<file path="src/rtl/cpu_ctrl_pkg.sv">
// Shared encodings for the CPU run/halt/step controller.
// The state and halt-cause values are visible on the ports, so all users take them from here.
package cpu_ctrl_pkg;

  typedef enum logic [1:0] {
    ST_IDLE = 2'd0,
    ST_RUN  = 2'd1,
    ST_HALT = 2'd2,
    ST_STEP = 2'd3
  } state_t;

  typedef enum logic [1:0] {
    CAUSE_NONE   = 2'd0,
    CAUSE_EXT    = 2'd1,
    CAUSE_EBREAK = 2'd2,
    CAUSE_STEP   = 2'd3
  } cause_t;

  localparam logic [31:0] EBREAK_INSTR = 32'h0010_0073;

endpackage

</file>
<file path="src/rtl/event_counter.sv">
// Wrapping event counter with a synchronous clear that takes priority over increment.
// The output comes straight from the register, so an event shows up one cycle later.
module event_counter #(
  parameter int WIDTH = 32
) (
  input  logic             clk_i,
  input  logic             rst_i,
  input  logic             clr_i,
  input  logic             inc_i,
  output logic [WIDTH-1:0] cnt_o
);

  logic [WIDTH-1:0] r_cnt;

  always_ff @(posedge clk_i or posedge rst_i) begin
    if (rst_i) begin
      r_cnt <= '0;
    end else if (clr_i) begin
      r_cnt <= '0;
    end else if (inc_i) begin
      r_cnt <= r_cnt + WIDTH'(1);
    end
  end

  assign cnt_o = r_cnt;

endmodule

</file>
<file path="src/rtl/run_controller.sv">
// Run/halt/single-step sequencer for the single-cycle RISC-V core.
// It gates the PC update and register writes, and counts active cycles and retired instructions.
module run_controller
  import cpu_ctrl_pkg::*;
#(
  parameter int CNT_WIDTH   = 32,
  parameter bit EBREAK_HALT = 1'b1
) (
  input  logic                 clk_i,
  input  logic                 rst_i,
  input  logic                 start_i,
  input  logic                 halt_req_i,
  input  logic                 step_req_i,
  input  logic                 resume_i,
  input  logic                 clr_cnt_i,
  input  logic [31:0]          instr_i,
  output logic                 pc_en_o,
  output logic                 commit_o,
  output logic [1:0]           state_o,
  output logic                 halted_o,
  output logic [1:0]           halt_cause_o,
  output logic [CNT_WIDTH-1:0] cycle_cnt_o,
  output logic [CNT_WIDTH-1:0] retire_cnt_o
);

  state_t r_state;
  state_t w_state_next;
  cause_t r_cause;
  cause_t w_cause_next;
  logic   r_skip;
  logic   w_skip_next;
  logic   w_ebreak_stop;
  logic   w_commit;
  logic   w_active;

  // After a resume, the skip flag lets the EBREAK that caused the halt retire once.
  assign w_ebreak_stop = EBREAK_HALT && (instr_i == EBREAK_INSTR) && !r_skip;

  assign w_commit = start_i &&
                    (((r_state == ST_RUN) && !halt_req_i && !w_ebreak_stop) ||
                     (r_state == ST_STEP));

  assign w_active = (r_state != ST_IDLE);

  always_comb begin
    w_state_next = r_state;
    w_cause_next = r_cause;
    w_skip_next  = r_skip && !w_commit;

    if (!start_i) begin
      w_state_next = ST_IDLE;
      w_cause_next = CAUSE_NONE;
    end else begin
      unique case (r_state)
        ST_IDLE: begin
          w_state_next = ST_RUN;
          w_cause_next = CAUSE_NONE;
        end
        ST_RUN: begin
          if (halt_req_i) begin
            w_state_next = ST_HALT;
            w_cause_next = CAUSE_EXT;
          end else if (w_ebreak_stop) begin
            w_state_next = ST_HALT;
            w_cause_next = CAUSE_EBREAK;
          end
        end
        ST_HALT: begin
          if (resume_i) begin
            w_state_next = ST_RUN;
            w_skip_next  = 1'b1;
          end else if (step_req_i) begin
            w_state_next = ST_STEP;
          end
        end
        ST_STEP: begin
          w_state_next = ST_HALT;
          w_cause_next = CAUSE_STEP;
        end
        default: begin
          w_state_next = ST_IDLE;
          w_cause_next = CAUSE_NONE;
        end
      endcase
    end
  end

  always_ff @(posedge clk_i or posedge rst_i) begin
    if (rst_i) begin
      r_state <= ST_IDLE;
      r_cause <= CAUSE_NONE;
      r_skip  <= 1'b0;
    end else begin
      r_state <= w_state_next;
      r_cause <= w_cause_next;
      r_skip  <= w_skip_next;
    end
  end

  event_counter #(.WIDTH(CNT_WIDTH)) u_cycle_cnt (
    .clk_i (clk_i),
    .rst_i (rst_i),
    .clr_i (clr_cnt_i),
    .inc_i (w_active),
    .cnt_o (cycle_cnt_o)
  );

  event_counter #(.WIDTH(CNT_WIDTH)) u_retire_cnt (
    .clk_i (clk_i),
    .rst_i (rst_i),
    .clr_i (clr_cnt_i),
    .inc_i (w_commit),
    .cnt_o (retire_cnt_o)
  );

  assign pc_en_o      = w_commit;
  assign commit_o     = w_commit;
  assign state_o      = r_state;
  assign halted_o     = (r_state == ST_HALT);
  assign halt_cause_o = r_cause;

endmodule

</file>
<file path="config.mk">
export PLATFORM = sky130hd
export DESIGN_NAME = run_controller
export DESIGN_NICKNAME = d
export VERILOG_FILES = /design/src/rtl/cpu_ctrl_pkg.sv /design/src/rtl/event_counter.sv /design/src/rtl/run_controller.sv
export SDC_FILE = /design/constraint.sdc
export NUM_CORES = 1
export LEC_CHECK = 0
export CAP_MARGIN = 20
export CORE_MARGIN = 5
export CORE_UTILIZATION = 30
export DETAILED_ROUTE_END_ITERATION = 7
export GPL_TIMING_DRIVEN = 0
export HOLD_SLACK_MARGIN = 0.02
export PLACE_DENSITY = 0.54
export SYNTH_ARGS = -nofsm -noshare
export SYNTH_HDL_FRONTEND = slang
export SYNTH_HIERARCHICAL = 1
export SYNTH_SLANG_ARGS = --single-unit
</file>
<file path="constraint.sdc">
create_clock -name clk_i -period 5.1 [get_ports clk_i]
set_input_delay 0.765 -clock clk_i [delete_from_list [all_inputs] [get_ports clk_i]]
set_output_delay 0.765 -clock clk_i [all_outputs]
set_load 0.005 [all_outputs]
</file>
# Word-level counts from Yosys, hierarchy flattened
# Index checks and enable logic that the tools add are counted.
# word_totals
in_bits,39
wordCells,46
output_inout_bits,71
memories,0
rom_bits,0
register_bits,69
ramBits,0
latchBits,0
# op_classes
mul,0
n_bitwise,0
n_reduce_logical,16
addsub,2
n_shift,0
n_lt_le_gt_ge,0
n_div,0
muxes,16
n_eq_ne,7
# ops
cell,n
32-bit two-way mux,4
"32-bit by 1-bit adder with 32-bit output, second input constant",2
"32-bit by 21-bit == test with 1-bit output, second input constant",1
2-bit two-way mux,7
"4-bit inequality test, second input constant",2
2-bit one-hot mux with 4 select lines,1
2-bit one-hot mux with 3 select lines,1
2-bit nonzero test,3
1-bit logical AND,5
"2-bit == test, second input constant",2
1-bit zero test,4
"4-bit by 1-bit inequality test with 1-bit output, second input constant",1
2-bit AND reduction,2
1-bit two-way mux,3
"2-bit by 1-bit == test with 1-bit output, second input constant",1
2-bit zero test,1
1-bit logical OR,1

# Logic depth before layout (Yosys ltp)
# depth
depth_word,11
ltp_mapped,12
depth_no_buf,8

# By module
# The synthesis kept the hierarchy.
# by_module_without_submodules
module,cells_each,instances,area_per_inst_um2
event_counter,184,2,1749.2
run_controller,68,1,576.8

# Least setup slack after synthesis
# Ideal clock, no wire load.
# synth_timing
path_type,in2reg
startpoint,input instr_i[4]
endpoint,register u_retire_cnt.r_cnt[17] (netlist: u_retire_cnt/cnt_o[17])
cell_stages,12
t_arrival_ps,3157
path_slack_ps,1816
path_cell_list,nor4bb_1 > and4_1 > clkbuf_1 > nand3_1 > a22o_1 > buf_4 > o2111ai_2 > buf_6 > or4_4 > buf_6 > nor4_4 > mux2_1
# synth_via
elab_chain_len,7
# synth_rtl
item,line,source
"start, declared",run_controller.sv:16,"input logic [31:0] instr_i,"
32-bit by 21-bit == test with 1-bit output,run_controller.sv:37,assign w_ebreak_stop = EBREAK_HALT && (instr_i == EBREAK_INSTR) && !r_skip;
1-bit logical AND,run_controller.sv:37,
1-bit zero test,run_controller.sv:40,(((r_state == ST_RUN) && !halt_req_i && !w_ebreak_stop) ||
1-bit logical AND,run_controller.sv:40,
1-bit logical OR,run_controller.sv:40,
1-bit logical AND,run_controller.sv:39,assign w_commit = start_i &&
net commit_o,run_controller.sv:18,"output logic commit_o,"
2-bit nonzero test (no line),n/a,
"end signal, assigned",event_counter.sv:21,r_cnt <= r_cnt + WIDTH'(1);
"end, declared",event_counter.sv:13,logic [WIDTH-1:0] r_cnt;
# The timed path passes the listed nets, and every way through them passes these cells.
# A chain may end at the register's enable or synchronous reset.

# Worst setup path in the final report
# layout_timing
startpoint,input instr_i[11]
endpoint,output pc_en_o
# layout_via
elab_chain_len,6
# layout_rtl
item,line,source
32-bit by 21-bit == test with 1-bit output,run_controller.sv:37,
1-bit logical AND,run_controller.sv:37,
1-bit zero test,run_controller.sv:40,
1-bit logical AND,run_controller.sv:40,
1-bit logical OR,run_controller.sv:40,
1-bit logical AND,run_controller.sv:39,
"end, declared",run_controller.sv:17,"output logic pc_en_o,"
# No other way between the ends.

==> out/results.ini <==
[sta]
tightest_slew_ps = 877
setup_tns_ps = 0
slew_headroom_pct = 41.5
hold_violations = 0
fmax_mhz = 264
period_minus_slack_ps = 3790
rsz0062_at_grt = false
setup_viol = 0
slew_violations = 0
period_share_pct = 74.2
hold-worst-slack_ps = 560
fin_skew_ps = 6.16

[setup_path]
arrival_ps = 3020
critPathMaxFanout = 7
cpMostUsedCell = clkdlybuf4s50_1
endpoint_kind = output pin
start_kind = primary input
crit_slowest_cell = or4b_4
max_stage_delay_ps = 540
path_cells = clkdlybuf4s50_1, or4b_4, nor3_4, nand3_1, a22o_1, buf_4, clkdlybuf4s50_1
path_class = in2out
cp_data_required_time_ps = 4340

[clock_tree]
clock_sinks = 69
post_cts_resized = 0
cts_setup_buffers = 0
hold_buffers = 0
cts_max_path_buffers = 2
path_clk_slew_ps = 60
root_buffer = clkbuf_16
htreeDepth = 3
clk_latency_ps = 330
cts_tree = yes
cts_buffers = 9

[finish]
layout_commonest_cell = clkdlybuf4s50_1
final_core_util_pct = 43.1
layout_common_cells = 108 x clkdlybuf4s50_1, 69 x dfrtp_1, 44 x nor2_1, 33 x nand2_1, 25 x a21oi_1
final_layout_size_suffix_gt1_share_pct = 10.1
nets = 603
syn2layout_area_growth_pct = 40.7
n_antenna_cell = 0

[worst_hold_path]
min_path_type = reg2reg

[global_route]
antenna_found_initial = 0
grt_pass1_wl_um = 19300
grt_max_degree = 22
gr-total-overflow = 0
grt_pass1_vias = 3637
grt_use_total_pct = 14.8

[floorplan]
start_util_pct = 30.7
die_y_um = 127
die-width_um = 127
fp-row-count = 42
core_area_um2 = 13300
ios = 110
die_area_um2 = 16000

[power]
peakVddDrop_mv = 0.123
power.density_nw_per_um2 = 244
leakagePower_uw = 0.00216

[synth]
synth-seq-cells = 69
synthArstFlopShare_pct = 100
mappedNetlistArea_um2 = 4080
synth_cells = 436
ys_types = 50
synth.avg_cell_area_um2 = 9.35
synth-edff-count = 0
ys.flop_type = dfrtp_1
yosysWarnings = 6
ys_seq_area_share_pct = 42.4
syn_nets = 482

[placed_design]
hpwl_um = 8610
io_buffer_count = 108
place.gp.congestion = 0.797

[routing]
dr.first_iter.drc_count = 151
routed_wl_um = 11600
antenna_left = 0
drc = 0
wl_per_cell_um = 15.7
vias_per_cell = 5.16
dr.pass1.iters = 4
vias = 3807

[status]
status = complete, no violations

[run]
cap_violations = 0

-- cells by family (layout without fill, tap and decap cells) --
logic type | count (synthesis) | count (layout) | share of synthesized area (%)
and+or+nand+nor | 211 | 211 | 30.2
DFF | 69 | 69 | 42.4
AOI/OAI and AO/OA | 65 | 65 | 10.1
buffers and inverters | 42 | 168 | 5.04
xor gates and xnor gates | 24 | 24 | 5.16
muxes | 18 | 18 | 4.91
adders and majority gates | 7 | 7 | 2.15
-- cells in the mapped netlist (all sizes together), types with 4 or more instances --
| cell | count | area (um2) |
|---|---|---|
| a21oi | 25 | 125 |
| and4 | 7 | 63.8 |
| buf | 16 | 108 |
| clkbuf | 10 | 37.5 |
| dfrtp | 69 | 1730 |
| ha | 7 | 87.6 |
| inv | 16 | 60.1 |
| mux2 | 16 | 180 |
| nand2 | 33 | 124 |
| nand3 | 9 | 45.0 |
| nand4 | 21 | 131 |
| nor2 | 44 | 165 |
| nor2b | 14 | 87.6 |
| nor3 | 13 | 76.3 |
| nor4 | 17 | 136 |
| o21ai | 14 | 70.1 |
| o31ai | 14 | 105 |
| or2 | 4 | 25.0 |
| or3 | 13 | 81.3 |
| or4 | 20 | 158 |
| xnor2 | 14 | 123 |
| xor2 | 10 | 87.6 |
-- per-stage QoR --
stage | setup slack (ps) | std cells | cell area (um2) | power, uW
after CTS | 1280 | 738 | 5730 | 1420
after global placement | 1020 | 720 | 5380 | 766
after global routing | 1110 | 738 | 5730 | 1470
after detailed placement | 1010 | 722 | 5430 | 774
after floorplan | 1820 | 436 | 4080 | 678
final | 1310 | 738 | 5730 | 1400
-- worst max-delay path, delay by kind of cell --
family          cells  cell delay, ps
simple gates        3             990
buf+inv             3             980
compound gates      1             290
-- metal layers --
| layer | track usage, % | up-vias | wire length, um | share of wire (%) |
|---|---|---|---|---|
| met5 | 0 | - | 0 | 0 |
| met4 | 4.42 | 0 | 117 | 1.0 |
| met3 | 3.74 | 7 | 600 | 5.2 |
| met2 | 23.8 | 108 | 5600 | 48 |
| met1 | 19.6 | 1833 | 5260 | 45 |
| li1 | - | 1859 | - | - |
-- final cells by class --
class / instances / area [um2]
fillers: 1296 / 7560
well taps: 176 / 220
repair buffers: 110 / 1140
clock buffers: 11 / 243
inverters: 16 / 60.1
multi-input cells: 325 / 2140
flip-flops and latches: 69 / 1730
plain buffers: 26 / 145
clock inverters: 5 / 60.1
-- worst paths after layout --
| check | cells past startpoint | end | slack (ps) | start |
|---|---|---|---|---|
| max in group asynchronous | 3 | u_cycle_cnt/cnt_o[22] | 3530 | rst_i |
| min in group asynchronous | 2 | halt_cause_o[0] | 730 | rst_i |
| max | 7 | pc_en_o | 1310 | instr_i[11] |
| max reg2reg | 11 | u_retire_cnt/cnt_o[26] | 1830 | state_o[1] |
| min reg2reg | 2 | u_cycle_cnt/cnt_o[31] | 560 | u_cycle_cnt/cnt_o[31] |
| min | 2 | u_cycle_cnt/cnt_o[31] | 560 | u_cycle_cnt/cnt_o[31] |
-- sequential cells by signal, summed over array words and instances, names as in the netlist --
| signal | count |
|---|---|
| u_cycle_cnt/cnt_o | 32 |
| u_retire_cnt/cnt_o | 32 |
| halt_cause_o | 2 |
| state_o | 2 |
| r_skip | 1 |
-- where the power goes --
part | switching, uW | internal (uW)
clock | 246 | 393
combinational | 83.9 | 96.4
sequential | 19.0 | 563
total | 349 | 1050
Note: power is estimated with default switching activity, not from simulation.
==> variant 1: new RTL, same settings <==
Add an input register stage for `start_i`, `halt_req_i`, `step_req_i`, `resume_i`, `clr_cnt_i` and `instr_i`; this delays them by one clock.
--- a/src/rtl/run_controller.sv
+++ b/src/rtl/run_controller.sv
@@ -23,6 +23,22 @@
   output logic [CNT_WIDTH-1:0] retire_cnt_o
 );
 
+  logic start_q;
+  logic halt_req_q;
+  logic step_req_q;
+  logic resume_q;
+  logic clr_cnt_q;
+  logic [31:0] instr_q;
+
+  always_ff @(posedge clk_i) begin
+    start_q    <= start_i;
+    halt_req_q <= halt_req_i;
+    step_req_q <= step_req_i;
+    resume_q   <= resume_i;
+    clr_cnt_q  <= clr_cnt_i;
+    instr_q    <= instr_i;
+  end
+
   state_t r_state;
   state_t w_state_next;
   cause_t r_cause;
@@ -34,10 +50,10 @@
   logic   w_active;
 
   // After a resume, the skip flag lets the EBREAK that caused the halt retire once.
-  assign w_ebreak_stop = EBREAK_HALT && (instr_i == EBREAK_INSTR) && !r_skip;
+  assign w_ebreak_stop = EBREAK_HALT && (instr_q == EBREAK_INSTR) && !r_skip;
 
-  assign w_commit = start_i &&
-                    (((r_state == ST_RUN) && !halt_req_i && !w_ebreak_stop) ||
+  assign w_commit = start_q &&
+                    (((r_state == ST_RUN) && !halt_req_q && !w_ebreak_stop) ||
                      (r_state == ST_STEP));
 
   assign w_active = (r_state != ST_IDLE);
@@ -47,7 +63,7 @@
     w_cause_next = r_cause;
     w_skip_next  = r_skip && !w_commit;
 
-    if (!start_i) begin
+    if (!start_q) begin
       w_state_next = ST_IDLE;
       w_cause_next = CAUSE_NONE;
     end else begin
@@ -57,7 +73,7 @@
           w_cause_next = CAUSE_NONE;
         end
         ST_RUN: begin
-          if (halt_req_i) begin
+          if (halt_req_q) begin
             w_state_next = ST_HALT;
             w_cause_next = CAUSE_EXT;
           end else if (w_ebreak_stop) begin
@@ -66,10 +82,10 @@
           end
         end
         ST_HALT: begin
-          if (resume_i) begin
+          if (resume_q) begin
             w_state_next = ST_RUN;
             w_skip_next  = 1'b1;
-          end else if (step_req_i) begin
+          end else if (step_req_q) begin
             w_state_next = ST_STEP;
           end
         end
@@ -100,7 +116,7 @@
   event_counter #(.WIDTH(CNT_WIDTH)) u_cycle_cnt (
     .clk_i (clk_i),
     .rst_i (rst_i),
-    .clr_i (clr_cnt_i),
+    .clr_i (clr_cnt_q),
     .inc_i (w_active),
     .cnt_o (cycle_cnt_o)
   );
@@ -108,7 +124,7 @@
   event_counter #(.WIDTH(CNT_WIDTH)) u_retire_cnt (
     .clk_i (clk_i),
     .rst_i (rst_i),
-    .clr_i (clr_cnt_i),
+    .clr_i (clr_cnt_q),
     .inc_i (w_commit),
     .cnt_o (retire_cnt_o)
   );
Check against the original RTL: not equivalent (a bounded check fails within 4 cycles, from zero or initial values and one cycle with rst_i high).
==> variant 1 against the original RTL <==
  * Synthesized area is 18% higher
  * Wire length is 6.1% higher
  * Design area is 15% higher
  * Power is 30% higher
  * Global-route usage is 0.81 points lower
  * Worst setup slack better by 0.44 ns
  * Sequential cell count is 37 higher
  * Sequential power is 53% higher
  * Non-clock buffer count is 1 higher
  * Count of clock-buffer cells in the layout is 2 higher
==> variant 1: results (changes against the original RTL) <==
* Status: finished clean
* Dpl cells at 800 (+11%)
* Gr usage total at 14.0% (-0.81 points)
* First-pass GRT wire length at 20.8 mm (+8.0%)
* Initial DRC count at 184 (+22%)
* Nets at 641 (+6.3%)
* Async SR Flop Fraction at 65.1% (-35 points)
* Met2 Use GR at 21.9% (-2.0 points)
* Antenna diodes at 0 (unchanged)
* H-tree depth at 3 (unchanged)
* Mapped Nets at 519 (+7.7%)
* Fillers at 1531 (+18%)
* Mux cell area share after synthesis at 4.16% (-0.76 points)
* Slowest stage delay, CP at 0.43 ns (-0.11 ns)
* Hpwl dp at 9.20 mm (+6.9%)
* Clk_lat worst skew at 0.35 ns (+0.02 ns)
* Drt first pass iters at 5 (+1)
* DP Area at 6230 um2 (+15%)
* Place WS at 1.79 ns (+0.773 ns)
* Via-per-instance ratio at 4.88 (-5.4%)
* Worst clock skew at 0.00669 ns (+0.000523 ns)
* VDD IR max at 142 uV (+15%)
* Number of buffers created by CTS at 9 (unchanged)
* Compound-cell area share of the yosys netlist at 8.57% (-1.6 points)
* Met2 WL at 5.68 mm (+1.3%)
* M1 GR Usage at 18.4% (-1.2 points)
* Tightest Pin Transition at 0.709 ns (-0.168 ns)
* Routed WL at 12.3 mm (+6.1%)
* Main area contributors after synthesis: dfrtp_1 (36%), dfxtp_1 (15%), nor2_1 (3.4%), mux2_2 (3.3%), or4_1 (2.8%)
* Sequential area share after synthesis at 51.2% (+8.9 points)
* WL met3 at 745 um (+24%)
* Post-synthesis average cell area at 10.2 um2 (+8.9%)
* Lkg Pwr at 0.00250 uW (+16%)
* Synth cell count leaders: dfrtp_1 (69), nor2_1 (44), dfxtp_1 (37)
* Routing usage on met3 at 3.49% (-0.25 points)
* Layout Cells excl Fill at 816 (+11%)
* Met1 wire length at 5.63 mm (+6.9%)
* Critical path's slowest cell: clkdlybuf4s50_1
* Final Hold Viols at 0 (unchanged)
* Vias in the first global route at 4038 (+11%)
* Xor/xnor cell area share of the yosys netlist at 4.36% (-0.79 points)
* Count of cell types in the netlist at 51 (+2.0%)
* Share of cells above drive strength 1 at 9.67% (-0.48 points)
* Buffers on Ports at 109 (+0.93%)
* Worst Path Arrival at 2.58 ns (-0.44 ns)
* Synth Area in Adders at 1.82% (-0.33 points)
* Placer Congestion at 0.849 (+6.5%)
* Clock Root Buffer: clkbuf_16
variant 1: worst max-delay path, delay by kind of cell, from the launching register on:
family | cells | cell delay [ns]
AO/OA/AOI/OAI | 1 | 0.30
buffers and inverters | 3 | 0.82
flip-flops | 1 | 0.38
AND/OR/NAND/NOR | 3 | 0.72
variant 1: worst paths after layout:
kind / from / end / slack (ns) / cells after the start
setup / recovery: r_skip / pc_en_o / 1.76 / 7
hold / removal: resume_q / r_skip / 0.57 / 2
setup reg to reg: state_o[1] / u_retire_cnt/cnt_o[28] / 1.79 / 11
hold reg to reg: resume_q / r_skip / 0.57 / 2
max in group asynchronous: rst_i / u_cycle_cnt/cnt_o[21] / 3.66 / 3
min in group asynchronous: rst_i / state_o[1] / 0.69 / 2
variant 1: area by class of cell:
| type | instances | area [um2] | area share [%] |
|---|---|---|---|
| sequential | 106 | 2470 | 37.6 |
| multi-input combinational | 325 | 2140 | 32.6 |
| timing repair buffer | 111 | 1150 | 17.4 |
| clock buffer | 13 | 314 | 4.78 |
| tap | 216 | 270 | 4.11 |
| buffer | 26 | 145 | 2.21 |
| inverter | 16 | 60.1 | 0.914 |
| clock inverter | 3 | 22.5 | 0.343 |
variant 1: power breakdown:
| group | switching (uW) | total [uW] | leakage, uW | internal [uW] |
|---|---|---|---|---|
| sequential | 27.0 | 893 | 0.00127 | 866 |
| clock | 317 | 753 | 0.000168 | 436 |
| combinational | 80.2 | 178 | 0.00106 | 97.3 |
| total | 425 | 1820 | 0.00250 | 1400 |
variant 1: logic make-up after synthesis:
kind of cell | Yosys count
compound gates | 65
buf+inv | 42
flops | 106
mux | 18
fa+ha+maj | 7
simple gates | 211
xor+xnor | 24
==> variant 2: new RTL, same flow settings <==
Without the edit above. `EBREAK_HALT`: 1'b1 -> 1'b0.
--- a/src/rtl/run_controller.sv
+++ b/src/rtl/run_controller.sv
@@ -4,7 +4,7 @@
   import cpu_ctrl_pkg::*;
 #(
   parameter int CNT_WIDTH   = 32,
-  parameter bit EBREAK_HALT = 1'b1
+  parameter bit EBREAK_HALT = 1'b0
 ) (
   input  logic                 clk_i,
   input  logic                 rst_i,
Formal check against the unedited RTL: not equivalent (a bounded check fails within 4 cycles, from zero or initial values and one cycle with rst_i high).
==> variant 2 against the original RTL <==
  * Final cell count down 9.1%
  * Power decreased by 9.0%
  * Sequential cell count shrank 1
  * Clock skew is 0.0014 ns higher
  * Count of clock-buffer cells in the layout down 2
  * Design area is 11% lower
  * Hold slack got worse by 0.0018 ns
  * Synthesized area fell by 6.6%
  * Critical endpoint is now u_retire_cnt/cnt_o[26]
  * Wire length fell by 8.4%
  * Worst setup slack gained 0.44 ns
  * Global-route usage hardly changed
==> variant 2: results (changes against the original RTL) <==
* Place WS at 1.45 ns (+0.434 ns)
* Slowest stage delay, CP at 0.42 ns (-0.12 ns)
* WL/cell at 15.8 um (+0.79%)
* Via-per-instance ratio at 5.08 (-1.5%)
* R2R depth at 12 (+1)
* Storage cell area at 1700 um2 (-1.4%)
* Layout Cells excl Fill at 671 (-9.1%)
* VDD IR max at 110 uV (-11%)
* Worst clock skew at 0.00756 ns (+0.00139 ns)
* Placer Congestion at 0.826 (+3.6%)
* Worst Path Arrival at 3.57 ns (+0.55 ns)
* Nets at 540 (-10%)
* Critical path's slowest cell: clkdlybuf4s50_1
* Vias in the first global route at 3448 (-5.2%)
* Status: finished clean
* Highest routing layer actually used: met4
* Worst Hold Slack at 0.558 ns (-0.00177 ns)
* Top Family by Delay on Critical Path: simple AND/OR/NAND/NOR gates
* Post-synthesis average cell area at 9.42 um2 (+0.83%)
* Routing usage on met3 at 4.84% (+1.1 points)
* Dpl cells at 655 (-9.3%)
* Tightest Pin Transition at 0.829 ns (-0.0483 ns)
* Largest net degree at the start of global routing at 23 (+4.5%)
* Share of cells above drive strength 1 at 10.2% (+0.078 points)
* M1 GR Usage at 18.8% (-0.79 points)
* Buffers on Ports at 77 (-29%)
* Synth cell count leaders: dfrtp_1 (68), nor2_1 (43), nand2_1 (33)
* Lkg Pwr at 0.00195 uW (-9.7%)
* Crit path max fanout at 10 (+3)
* Gr usage total at 14.8% (+0.048 points)
* Main area contributors after synthesis: dfrtp_1 (45%), nor2_1 (4.2%), or4_1 (3.5%), mux2_2 (3.5%), a21oi_1 (3.4%)
* Met2 Use GR at 23.6% (-0.18 points)
* Fillers at 1280 (-1.2%)
* First-pass GRT wire length at 17.5 mm (-9.3%)
* Hpwl dp at 7.64 mm (-11%)
* Mapped Nets at 450 (-6.6%)
* Initial DRC count at 164 (+8.6%)
* Sequential area share after synthesis at 44.7% (+2.3 points)
* Met2 WL at 4.97 mm (-11%)
* Met1 wire length at 4.82 mm (-8.5%)
## variant 2: cell type report
cell class | instances | area share [%]
multi-input cells | 298 | 37.4
flip-flops and latches | 68 | 33.2
repair buffers | 79 | 15.9
clock buffers | 9 | 4.39
well taps | 172 | 4.20
plain buffers | 23 | 2.59
clock inverters | 7 | 1.32
inverters | 15 | 1.10
## variant 2: logic make-up (layout without fill, tap and decap cells)
logic type	after synthesis	in the layout	synth area share, %
and+or+nand+nor	193	193	28.4
DFF	68	68	44.7
AOI/OAI and AO/OA	56	56	8.97
buffers and inverters	38	133	4.96
xor gates and xnor gates	24	24	5.52
muxes	18	18	5.19
adders and majority gates	7	7	2.30
## variant 2: where the power goes
part | switching, uW | total [uW] | leakage (uW) | internal, uW
Sequential | 11.3 | 558 | 0.000947 | 546
Clock | 245 | 621 | 0.000149 | 376
Combinational | 52.0 | 95.1 | 0.000858 | 43.1
Total | 308 | 1270 | 0.00195 | 966
## variant 2: worst max-delay path by stage
stage / startpoint / to / slack (ns) / cells after the start
6_report: halt_req_i / u_retire_cnt/cnt_o[26] / 1.75 / 11
2_1_floorplan: halt_req_i / u_retire_cnt/cnt_o[17] / 2.16 / 10
5_1_grt: state_o[1] / u_retire_cnt/cnt_o[26] / 1.58 / 12
4_1_cts: halt_req_i / u_retire_cnt/cnt_o[28] / 1.79 / 11
3_5_place_dp: start_i / u_retire_cnt/cnt_o[28] / 1.45 / 10
3_3_place_gp: halt_req_i / u_retire_cnt/cnt_o[26] / 1.44 / 11
## variant 2: worst register-to-register path: stages (launching register included)
cell	delay, ns
dfrtp_1	0.43
inv_1	0.12
ha_1	0.22
nor2b_1	0.22
nor2_1	0.06
nor2_1	0.21
buf_4	0.21
o2111ai_2	0.14
or3_1	0.38
clkbuf_1	0.22
buf_2	0.27
nor4_1	0.35
mux2_2	0.37
